<file path="src/rtl/multi_sync_filter_pkg.sv">
// Shared defaults and helpers for the multi-channel synchroniser/glitch filter.
package multi_sync_filter_pkg;

    localparam int SYNC_STAGES_DEF   = 2;
    localparam int FILTER_CYCLES_DEF = 4;
    localparam int GLITCH_W_DEF      = 8;

    // Ceiling log2 with a floor of 1 bit, so a counter is never zero-width.
    function automatic int clog2(input int value);
        int result;
        result = 0;
        for (int i = 0; i < 31; i++) begin
            if ((1 << i) < value) begin
                result = i + 1;
            end
        end
        return (result < 1) ? 1 : result;
    endfunction

endpackage

</file>
<file path="src/rtl/multi_sync_filter_glitch_filter_ch.sv">
// One channel of the filter: persistence counter, registered edge pulses and, when
// MULTI_SYNC_FILTER_GLITCH_CNT_EN is defined, a saturating per-channel glitch counter.
module glitch_filter_ch
    import multi_sync_filter_pkg::*;
#(
    parameter int FILTER_CYCLES = FILTER_CYCLES_DEF,
    parameter int GLITCH_W      = GLITCH_W_DEF
) (
    input  logic                clk,
    input  logic                rst,
    input  logic                i_synced,
    output logic                o_filt,
    output logic                o_rise,
    output logic                o_fall
`ifdef MULTI_SYNC_FILTER_GLITCH_CNT_EN
    ,
    input  logic                i_glitch_clr,
    output logic [GLITCH_W-1:0] o_glitch_cnt
`endif
);

    localparam int               CNT_W    = clog2(FILTER_CYCLES + 1);
    localparam logic [CNT_W-1:0] CNT_LAST = CNT_W'(FILTER_CYCLES - 1);

    if (FILTER_CYCLES < 1) begin : g_bad_filter_cycles
        $error("glitch_filter_ch: FILTER_CYCLES must be at least 1");
    end
    if (GLITCH_W < 1) begin : g_bad_glitch_w
        $error("glitch_filter_ch: GLITCH_W must be at least 1");
    end

    logic [CNT_W-1:0] r_cnt;
    logic             r_filt;
    logic             r_rise;
    logic             r_fall;
    logic             w_accept;

    // The new level has now been seen on FILTER_CYCLES consecutive samples.
    assign w_accept = (i_synced != r_filt) && (r_cnt == CNT_LAST);

    always_ff @(posedge clk) begin
        // NOTE: non-blocking assignments, so every flop here samples pre-edge values.
        if (rst) begin
            r_cnt  <= '0;
            r_filt <= 1'b0;
            r_rise <= 1'b0;
            r_fall <= 1'b0;
        end else begin
            r_rise <= w_accept & i_synced;
            r_fall <= w_accept & ~i_synced;
            if ((i_synced == r_filt) || w_accept) begin
                r_cnt <= '0;
            end else begin
                r_cnt <= r_cnt + CNT_W'(1);
            end
            if (w_accept) begin
                r_filt <= i_synced;
            end
        end
    end

    assign o_filt = r_filt;
    assign o_rise = r_rise;
    assign o_fall = r_fall;

`ifdef MULTI_SYNC_FILTER_GLITCH_CNT_EN
    logic                w_glitch;
    logic [GLITCH_W-1:0] r_glitch_cnt;

    // A pending change that collapsed back to the filtered level before acceptance.
    assign w_glitch = (i_synced == r_filt) && (r_cnt != '0);

    always_ff @(posedge clk) begin
        if (rst || i_glitch_clr) begin
            r_glitch_cnt <= '0;
        end else if (w_glitch && (r_glitch_cnt != '1)) begin
            r_glitch_cnt <= r_glitch_cnt + GLITCH_W'(1);
        end
    end

    assign o_glitch_cnt = r_glitch_cnt;
`endif

endmodule

</file>
<file path="src/rtl/multi_sync_filter.sv">
// Multi-channel CDC receiver: SYNC_STAGES flop synchroniser per bit, then a per-channel
// glitch filter. Define MULTI_SYNC_FILTER_GLITCH_CNT_EN to add glitch counters.
module multi_sync_filter
    import multi_sync_filter_pkg::*;
#(
    parameter int WIDTH         = 4,
    parameter int SYNC_STAGES   = SYNC_STAGES_DEF,
    parameter int FILTER_CYCLES = FILTER_CYCLES_DEF,
    parameter int GLITCH_W      = GLITCH_W_DEF
) (
    input  logic                      clk,
    input  logic                      rst,
    input  logic [WIDTH-1:0]          async_in,
    output logic [WIDTH-1:0]          filt_out,
    output logic [WIDTH-1:0]          rise_pulse,
    output logic [WIDTH-1:0]          fall_pulse
`ifdef MULTI_SYNC_FILTER_GLITCH_CNT_EN
    ,
    input  logic                      glitch_clr,
    output logic [WIDTH*GLITCH_W-1:0] glitch_cnt
`endif
);

    if (SYNC_STAGES < 2) begin : g_bad_sync_stages
        $error("multi_sync_filter: SYNC_STAGES must be at least 2");
    end

    logic [WIDTH-1:0] r_sync [SYNC_STAGES];
    logic [WIDTH-1:0] w_synced;

    // Plain flop chain with nothing between stages, to give metastability time to resolve.
    always_ff @(posedge clk) begin
        if (rst) begin
            // NOTE: every stage is reset, not just the last, so no pre-reset sample can
            // reach the filter after release.
            for (int k = 0; k < SYNC_STAGES; k++) begin
                r_sync[k] <= '0;
            end
        end else begin
            r_sync[0] <= async_in;
            for (int k = 1; k < SYNC_STAGES; k++) begin
                r_sync[k] <= r_sync[k-1];
            end
        end
    end

    assign w_synced = r_sync[SYNC_STAGES-1];

    for (genvar i = 0; i < WIDTH; i++) begin : g_ch
        glitch_filter_ch #(
            .FILTER_CYCLES (FILTER_CYCLES),
            .GLITCH_W      (GLITCH_W)
        ) u_ch (
            .clk          (clk),
            .rst          (rst),
            .i_synced     (w_synced[i]),
            .o_filt       (filt_out[i]),
            .o_rise       (rise_pulse[i]),
            .o_fall       (fall_pulse[i])
`ifdef MULTI_SYNC_FILTER_GLITCH_CNT_EN
            ,
            .i_glitch_clr (glitch_clr),
            .o_glitch_cnt (glitch_cnt[i*GLITCH_W +: GLITCH_W])
`endif
        );
    end

endmodule
</file>
<file path="config.mk">
export PLATFORM = sky130hd
export DESIGN_NAME = multi_sync_filter
export DESIGN_NICKNAME = d
export VERILOG_FILES = /design/src/rtl/multi_sync_filter_pkg.sv /design/src/rtl/multi_sync_filter_glitch_filter_ch.sv /design/src/rtl/multi_sync_filter.sv
export SDC_FILE = /design/constraint.sdc
export NUM_CORES = 1
export LEC_CHECK = 0
export BUFFER_PORTS_ARGS = -buffer_cell sky130_fd_sc_hd__buf_4
export CAP_MARGIN = 10
export CORE_ASPECT_RATIO = 1.5
export CORE_MARGIN = 2
export CORE_UTILIZATION = 49
export DETAILED_ROUTE_END_ITERATION = 10
export PLACE_DENSITY = 0.85
export SLEW_MARGIN = 40
export SYNTH_ARGS = -nofsm -noshare
export SYNTH_HDL_FRONTEND = slang
export SYNTH_SLANG_ARGS = --single-unit
</file>
<file path="constraint.sdc">
create_clock -name clk -period 1.3 [get_ports clk]
set_clock_uncertainty 0.15 [all_clocks]
set_input_delay 0.195 -clock clk [delete_from_list [all_inputs] [get_ports clk]]
set_output_delay 0.195 -clock clk [all_outputs]
set_load 0.01 [all_outputs]
</file>
Yosys cells after proc, flatten, opt, wreduce, memory -nomap -nowiden
Memory sizes are Yosys's and may differ from the RTL's. Index checks and enable logic that the tools add are counted.

Register bits after elaboration: 24. Memory bits (writable): 8. Logic and storage cells: 64. Memories kept: 1.

Muxes and demuxes: 5. Bitwise logic cells: 14. $add $sub $neg: 4. Reduce and logical (&&, ||, !) cells: 12. Equal/unequal tests: 12.

Memory list: r_sync (depth 2, bits a word 4, rd ports 2, clocked after Yosys merged registers in 0, write ports 2, RTL line multi_sync_filter.sv:28) `logic [WIDTH-1:0] r_sync [SYNC_STAGES];`.

Operator list (number): 3-bit by 1-bit adder with 3-bit output, second input constant (4); 3-bit by 2-bit == test with 1-bit output, second input constant (4); 1-bit bitwise AND (8); 4-bit two-way mux (2); 2-bit OR reduction (4); 1-bit == test (4); 1-bit logical AND (4); 1-bit logical OR (4); 1-bit inequality test (4); 1-bit inverter (4); 1-bit two-way mux (3); 1-bit bitwise OR (2).

Longest topological paths before layout
Gate-level depths: netlist of run 1.

Depth in word-level cells: 4. Mapped depth: 4.

Hierarchy
Synthesis of run 1 repeated with hierarchy kept, for this count alone.

Cell total of the unflattened synthesis: 84. Area, all modules: 1106.1 µm².

By module, submodules not included: glitch_filter_ch (area each 224.0 µm², instances 4, cells an instance 17); multi_sync_filter (area each 210.2 µm², instances 1, cells an instance 16).

Least setup slack after synthesis of run 1
No wires, ideal clock.

Path type: reg2reg. Start: reg g_ch[1].u_ch.r_cnt[0]. End: reg g_ch[1].u_ch.r_fall. Buffers on the path: 0. Clock period less this slack: 1226 ps. Required time: 1033 ps. Arrival time: 959 ps. Library setup time: 117 ps. Cell stages (with the launch flop): 4. Path slack: 74 ps. Cells stage by stage: dfxtp_1 ha_1 ha_1 and4bb_2.

Cells in the longest elaborated chain, start to end: 3.

Ends and longest elaborated chain: from (decl) (RTL line multi_sync_filter_glitch_filter_ch.sv:32) `logic [CNT_W-1:0] r_cnt;`; from (signal assigned) (RTL line multi_sync_filter_glitch_filter_ch.sv:54) `r_cnt <= r_cnt + CNT_W'(1);`; 3-bit by 2-bit == test with 1-bit output (RTL line multi_sync_filter_glitch_filter_ch.sv:39) `assign w_accept = (i_synced != r_filt) && (r_cnt == CNT_LAST);`; 1-bit logical AND (RTL line multi_sync_filter_glitch_filter_ch.sv:39); 1-bit bitwise AND (RTL line multi_sync_filter_glitch_filter_ch.sv:50) `r_fall <= w_accept & ~i_synced;`; to (signal assigned) (RTL line multi_sync_filter_glitch_filter_ch.sv:50); to (decl) (RTL line multi_sync_filter_glitch_filter_ch.sv:35) `logic r_fall;`.

No other way between the ends. A chain may end at the register's enable or synchronous reset.

Worst setup path after layout of run 1
Start: reg g_ch[3].u_ch.r_cnt[0]. End: reg g_ch[3].u_ch.r_cnt[0].

Cells in the longest elaborated chain, start to end: 4. Elaborated cells between the ends (all ways): 5.

Ends and longest elaborated chain: from (decl) (RTL line multi_sync_filter_glitch_filter_ch.sv:32); from (signal assigned) (RTL line multi_sync_filter_glitch_filter_ch.sv:54); 3-bit by 2-bit == test with 1-bit output (RTL line multi_sync_filter_glitch_filter_ch.sv:39); 1-bit logical AND (RTL line multi_sync_filter_glitch_filter_ch.sv:39); 1-bit logical OR (RTL line multi_sync_filter_glitch_filter_ch.sv:51) `if ((i_synced == r_filt) || w_accept) begin`; 2-bit OR reduction (no line).

Several ways; a longest one is shown, not always the timed one.

==> impl_metrics.json, run 1 <==
{
  "cts_tree": "built",
  "grt_util_all_layers": 0.1336,
  "critPathKind": "register to register",
  "wl_per_cell_um": 12.86,
  "post_dp_cell_area_um2": 1276,
  "grt_pass1_vias": 687,
  "syn_area_um2": 1242,
  "clk_path_buf_depth": 2,
  "p_clk_frac": 0.404,
  "htree_levels": 2,
  "synthCells": 99,
  "core_um2": 2422,
  "rsz0062_at_grt": "yes",
  "clock-sinks": 32,
  "peakVddDrop_mv": 1.003,
  "dp_hpwl_um": 1017,
  "wl_um": 1775,
  "p_sw_w": 0.0003642,
  "yosysTopAreaCell": "dfxtp_1",
  "grt_pass1_wl_um": 2732,
  "internal-power_w": 0.001435,
  "initial_core_util": 0.5129,
  "cp.arrival_ns": 1.36,
  "fin_nets": 127,
  "seq_area_frac_synth": 0.5156,
  "cp_max_fo": 6,
  "hold_viol": 0,
  "ioPinCount": 18,
  "synth_top_cell_area_share": 0.5156,
  "drc": 0,
  "drt_pass1_iterations": 2,
  "period_needed_ns": 1.261,
  "rows": 22,
  "first_iter_violations": 6,
  "grt_max_degree": 33,
  "maxSlewHeadroom": 0.6360,
  "design_area_um2": 1498,
  "layout_worst_path_cycle_share": 0.9700,
  "antenna_left": 0,
  "worst_slew_pin_slew_ns": 0.5422,
  "avgSynthCellArea_um2": 12.55,
  "ys_ff_latch": 32,
  "cts_buffers": 5,
  "max_freq_ghz": 0.7931,
  "clkLatencyLatePin_ns": 0.33,
  "setup_tns_ns": 0,
  "p_leak_nw": 0.5598,
  "overflow": 0,
  "synthTopCellsByArea": "dfxtp_1 (52%), and4bb_2 (8.1%), ha_1 (8.1%), buf_4 (7.3%), nor4b_2 (4.8%)",
  "die_y_um": 65.67,
  "slew_viol_final": 0,
  "cp-start-kind": "register",
  "swShare": 0.2024,
  "area_delta_synth_final_pct": 20.54,
  "setup_viol": 0,
  "fin_worst_hold_slack_ns": 0.09939,
  "cp.required_ns": 1.40,
  "cts_root_buffer": "clkbuf_4",
  "hold_path_class": "primary input to register",
  "vias_per_cell": 5.196,
  "die_w_um": 45.12,
  "power.density_nw_per_um2": 1202,
  "grt_antenna_before_repair": 0,
  "vias": 717,
  "seq_power_share": 0.558,
  "ys_types": 13,
  "drive_gt1_frac": 0.4649,
  "cp-end-kind": "register",
  "synth_warnings": 0,
  "maxCapViolations": 0,
  "clkTransAtPathRegs_ns": 0.10,
  "dieArea_um2": 2963,
  "diodes": 0,
  "synth_nets": 113,
  "status": "finished clean",
  "comb_power_share": 0.038,
  "io_buffers": 17,
  "gp_congestion": 0.6749
}
[sequential cells by signal, indices dropped and copies added, names as in the netlist]
signal,cells
g_ch.u_ch.o_fall,4
g_ch.u_ch.o_filt,4
g_ch.u_ch.o_rise,4
g_ch.u_ch.r_cnt,12
r_sync,8
[final timing paths]
path | from | end | slack, ns | depth (start not counted)
hold reg to reg | g_ch[1].u_ch.r_cnt[0] | g_ch[1].u_ch.r_cnt[0] | 0.27 | 1
hold / removal | rst | g_ch[3].u_ch.o_filt | 0.1 | 2
setup reg to reg | g_ch[3].u_ch.r_cnt[0] | g_ch[3].u_ch.r_cnt[0] | 0.04 | 3
setup / recovery | g_ch[3].u_ch.r_cnt[0] | g_ch[3].u_ch.r_cnt[0] | 0.04 | 3
[layout by cell type, fill, tap and decap left out]
| master | n |
|---|---|
| and4bb_2 | 8 |
| buf_4 | 18 |
| bufinv_16 | 1 |
| clkbuf_1 | 1 |
| clkbuf_4 | 5 |
| clkinv_2 | 1 |
| dfxtp_1 | 27 |
| dfxtp_2 | 5 |
| dlygate4sd3_1 | 4 |
| ha_1 | 2 |
| ha_2 | 2 |
| ha_4 | 4 |
| inv_1 | 4 |
| mux2i_1 | 4 |
| nor2_1 | 4 |
| nor2b_1 | 8 |
| nor4_1 | 3 |
| nor4_2 | 4 |
| nor4_4 | 1 |
| nor4b_2 | 3 |
| nor4b_4 | 1 |
| xnor2_1 | 4 |
[metal layers]
metal,track usage,vias up,share of wire
li1,-,358,-
met1,0.1211,337,0.38
met2,0.2179,17,0.54
met3,0.08242,5,0.059
met4,0.07721,0,0.027
met5,0,-,0
[metrics by stage]
| step | util | cells | worst slack [ns] | power, W |
|---|---|---|---|---|
| floorplan | - | 99 | 0.07360 | 0.001067 |
| global placement | 0.5269 | 125 | 0.01789 | 0.001075 |
| detailed placement | 0.5269 | 125 | -0.03328 | 0.001077 |
| CTS | 0.5857 | 137 | 0.01250 | 0.001814 |
| global route | 0.6183 | 138 | -0.03072 | 0.001867 |
| finish | 0.6183 | 138 | 0.03906 | 0.001799 |
[kinds of logic after synthesis]
group                      count (synthesis)  synth area share
and+or+nand+nor                           32            0.2316
DFF                                       32            0.5156
buffers and inverters                     19            0.1118
adders and majority gates                  8           0.08057
xor gates and xnor gates                   4           0.02819
muxes                                      4           0.03223
[worst max-delay path, cell delays in order, from the launching register on]
cell	delay (ns)
dfxtp_2	0.34
ha_1	0.22
ha_4	0.20
nor4_4	0.27
[cell usage after synthesis]
cell type	n
and4bb_2	8
buf_4	12
buf_6	3
dfxtp_1	32
ha_1	8
inv_1	4
mux2i_1	4
nor2_1	4
nor2b_1	8
nor4_1	6
nor4_2	2
nor4b_2	4
xnor2_1	4
[power by group through the flow]
stage / combinational, W / clock [W] / sequential, W
2_1_floorplan: 0.0000427 / 0 / 0.00102
3_3_place_gp: 0.0000490 / 0 / 0.00103
3_5_place_dp: 0.0000510 / 0 / 0.00103
4_1_cts: 0.0000610 / 0.000749 / 0.00100
5_1_grt: 0.0000754 / 0.000785 / 0.00101
6_report: 0.0000683 / 0.000727 / 0.00100
[area by class of cell]
| class | instances | area [um^2] |
|---|---|---|
| clock buffer | 6 | 41.29 |
| clock inverter | 2 | 35.03 |
| fill | 196 | 924.6 |
| inverter | 4 | 15.01 |
| multi-input combinational | 48 | 554.3 |
| sequential | 32 | 646.9 |
| tap | 24 | 30.03 |
| timing repair buffer | 22 | 175.2 |
[repair_timing]
action	4_1_cts	5_1_grt
hold endpoints to repair	4	0
resized for setup	6	14
endpoints found under the setup margin	8	12
hold buffers	4	0
buffers inserted	0	1
No activity file was read; power rests on OpenSTA's default activity.
==> run 2, diff against run 1 <==
--- a/config.mk
+++ b/config.mk
@@ -8,9 +8,9 @@
 export BUFFER_PORTS_ARGS = -buffer_cell sky130_fd_sc_hd__buf_4
 export CAP_MARGIN = 10
 export CORE_ASPECT_RATIO = 1.5
-export CORE_MARGIN = 2
 export CORE_UTILIZATION = 49
 export DETAILED_ROUTE_END_ITERATION = 10
+export MAX_ROUTING_LAYER = met4
 export PLACE_DENSITY = 0.85
 export SLEW_MARGIN = 40
 export SYNTH_ARGS = -nofsm -noshare
==> run 2 against run 1 <==
  * The run now ends with setup timing left
  * First-iteration DRC count is the same
  * Global-route usage is 1.9 points higher
  * Final cell count grew 0.72%
  * Register-to-register slack worse by 0.04 ns
  * Maximum frequency decreased by 3.2%
  * Worst hold slack improved by 0.015 ns
  * Count of clock-buffer cells in the layout rose by 1
  * Sequential power about the same
  * Highest routed layer unchanged
==> impl_metrics.json, run 2 (synthesis gave the netlist of run 1 again) <==
{
  "grt_util_all_layers": 0.1531,
  "htree_levels": 2,
  "dp_hpwl_um": 1116,
  "grt_antenna_before_repair": 0,
  "clock-sinks": 32,
  "largest_reg_flops": 12,
  "drt_pass1_iterations": 2,
  "setup_slack_ns": -0.002564,
  "critPathKind": "register to register",
  "layout_commonest_cell": "dfxtp_1",
  "grt_pass1_vias": 724,
  "wl_um": 1820,
  "cp.arrival_ns": 1.38,
  "cts_root_buffer": "clkbuf_4",
  "cp.required_ns": 1.38,
  "area_delta_synth_final_pct": 21.05,
  "p_leak_nw": 0.5718,
  "dieArea_um2": 2745,
  "hold_path_class": "primary input to register",
  "core_um2": 2422,
  "clkLatencyLatePin_ns": 0.32,
  "max_flop_register": "g_ch.u_ch.r_cnt",
  "die_y_um": 63.67,
  "rows": 22,
  "initial_core_util": 0.5129,
  "setup_tns_ns": -0.002564,
  "post_dp_cell_area_um2": 1276,
  "vias": 734,
  "worst_slew_pin_slew_ns": 0.4415,
  "wl_per_cell_um": 13.09,
  "power_w": 0.001897,
  "diodes": 0,
  "period_needed_ns": 1.303,
  "grt_max_degree": 33,
  "cp-end-kind": "register",
  "cp-start-kind": "register",
  "layout_worst_path_cycle_share": 1.002,
  "rsz0062_at_grt": "yes",
  "cts_tree": "built",
  "slew_viol_final": 0,
  "overflow": 0,
  "drive_gt1_frac": 0.4609,
  "cts_buffers": 5,
  "ioPinCount": 18,
  "maxCapViolations": 0,
  "vias_per_cell": 5.281,
  "violations": "setup timing",
  "first_iter_violations": 6,
  "hold_viol": 0,
  "place_ws_ns": -0.07273,
  "peakVddDrop_mv": 0.8373,
  "clk_path_buf_depth": 2,
  "design_area_um2": 1504,
  "fin_nets": 128,
  "clkTransAtPathRegs_ns": 0.10,
  "final_cell_mix": "dfxtp_1 (29), buf_4 (19), nor2b_1 (8), and4bb_2 (8)",
  "io_buffers": 17,
  "setup_viol": 1,
  "cp_max_fo": 2,
  "maxSlewHeadroom": 0.7036,
  "drc": 0,
  "antenna_left": 0,
  "grt_pass1_wl_um": 3084,
  "status": "finished with violations",
  "die_w_um": 43.12,
  "reg_top3": "g_ch.u_ch.r_cnt (12), r_sync (8)",
  "power.density_nw_per_um2": 1262,
  "gp_congestion": 0.6463,
  "max_freq_ghz": 0.7677
}
run 2: final timing paths:
path / to / slack [ns] / cells past startpoint / start
max reg2reg: g_ch[2].u_ch.r_cnt[2] / -0.003 / 3 / g_ch[2].u_ch.r_cnt[0]
max: g_ch[2].u_ch.r_cnt[2] / -0.003 / 3 / g_ch[2].u_ch.r_cnt[0]
min reg2reg: g_ch[1].u_ch.r_cnt[0] / 0.28 / 1 / g_ch[1].u_ch.r_cnt[0]
min: g_ch[1].u_ch.o_filt / 0.11 / 2 / rst
run 2: cell type report:
class	instances	area, um^2
Fill cell	191	918.4
Inverter	4	15.01
Multi-Input combinational cell	48	536.8
Sequential cell	32	644.4
Clock buffer	7	65.06
Tap cell	24	30.03
Timing Repair Buffer	23	182.7
Clock inverter	1	30.03
run 2: routing by layer:
layer,GRT usage,vias up,wire length (um)
li1,-,361,-
met1,0.1511,346,763
met2,0.2612,20,913
met3,0.04585,7,88
met4,0.07955,0,54
met5,-,-,0
run 2: timing repair:
action                     in CTS  in global routing
resized for setup               6                 10
hold buffers                    4                  0
hold endpoints to repair        4                  0
pin swaps                       1                  2
setup endpoints to repair      16                  9
setup buffers                   1                  1
run 2: critical path: stages (launching register included):
cell	delay (ns)
dfxtp_2	0.34
ha_2	0.20
ha_4	0.24
nor4_2	0.29
run 2: power breakdown:
group	internal, W	switching [W]
Combinational	0.0000366	0.0000298
Clock	0.000511	0.000316
Sequential	0.000995	0.00000916
Total	0.00154	0.000355
run 2: metrics by stage:
stage	hold slack, ns	instances	util
after CTS	0.08756	138	0.5930
after global routing	0.1083	139	0.6209
after global placement	0.2597	125	0.5269
after detailed placement	0.2640	125	0.5269
final	0.1140	139	0.6209
after floorplan	0.1732	99	-
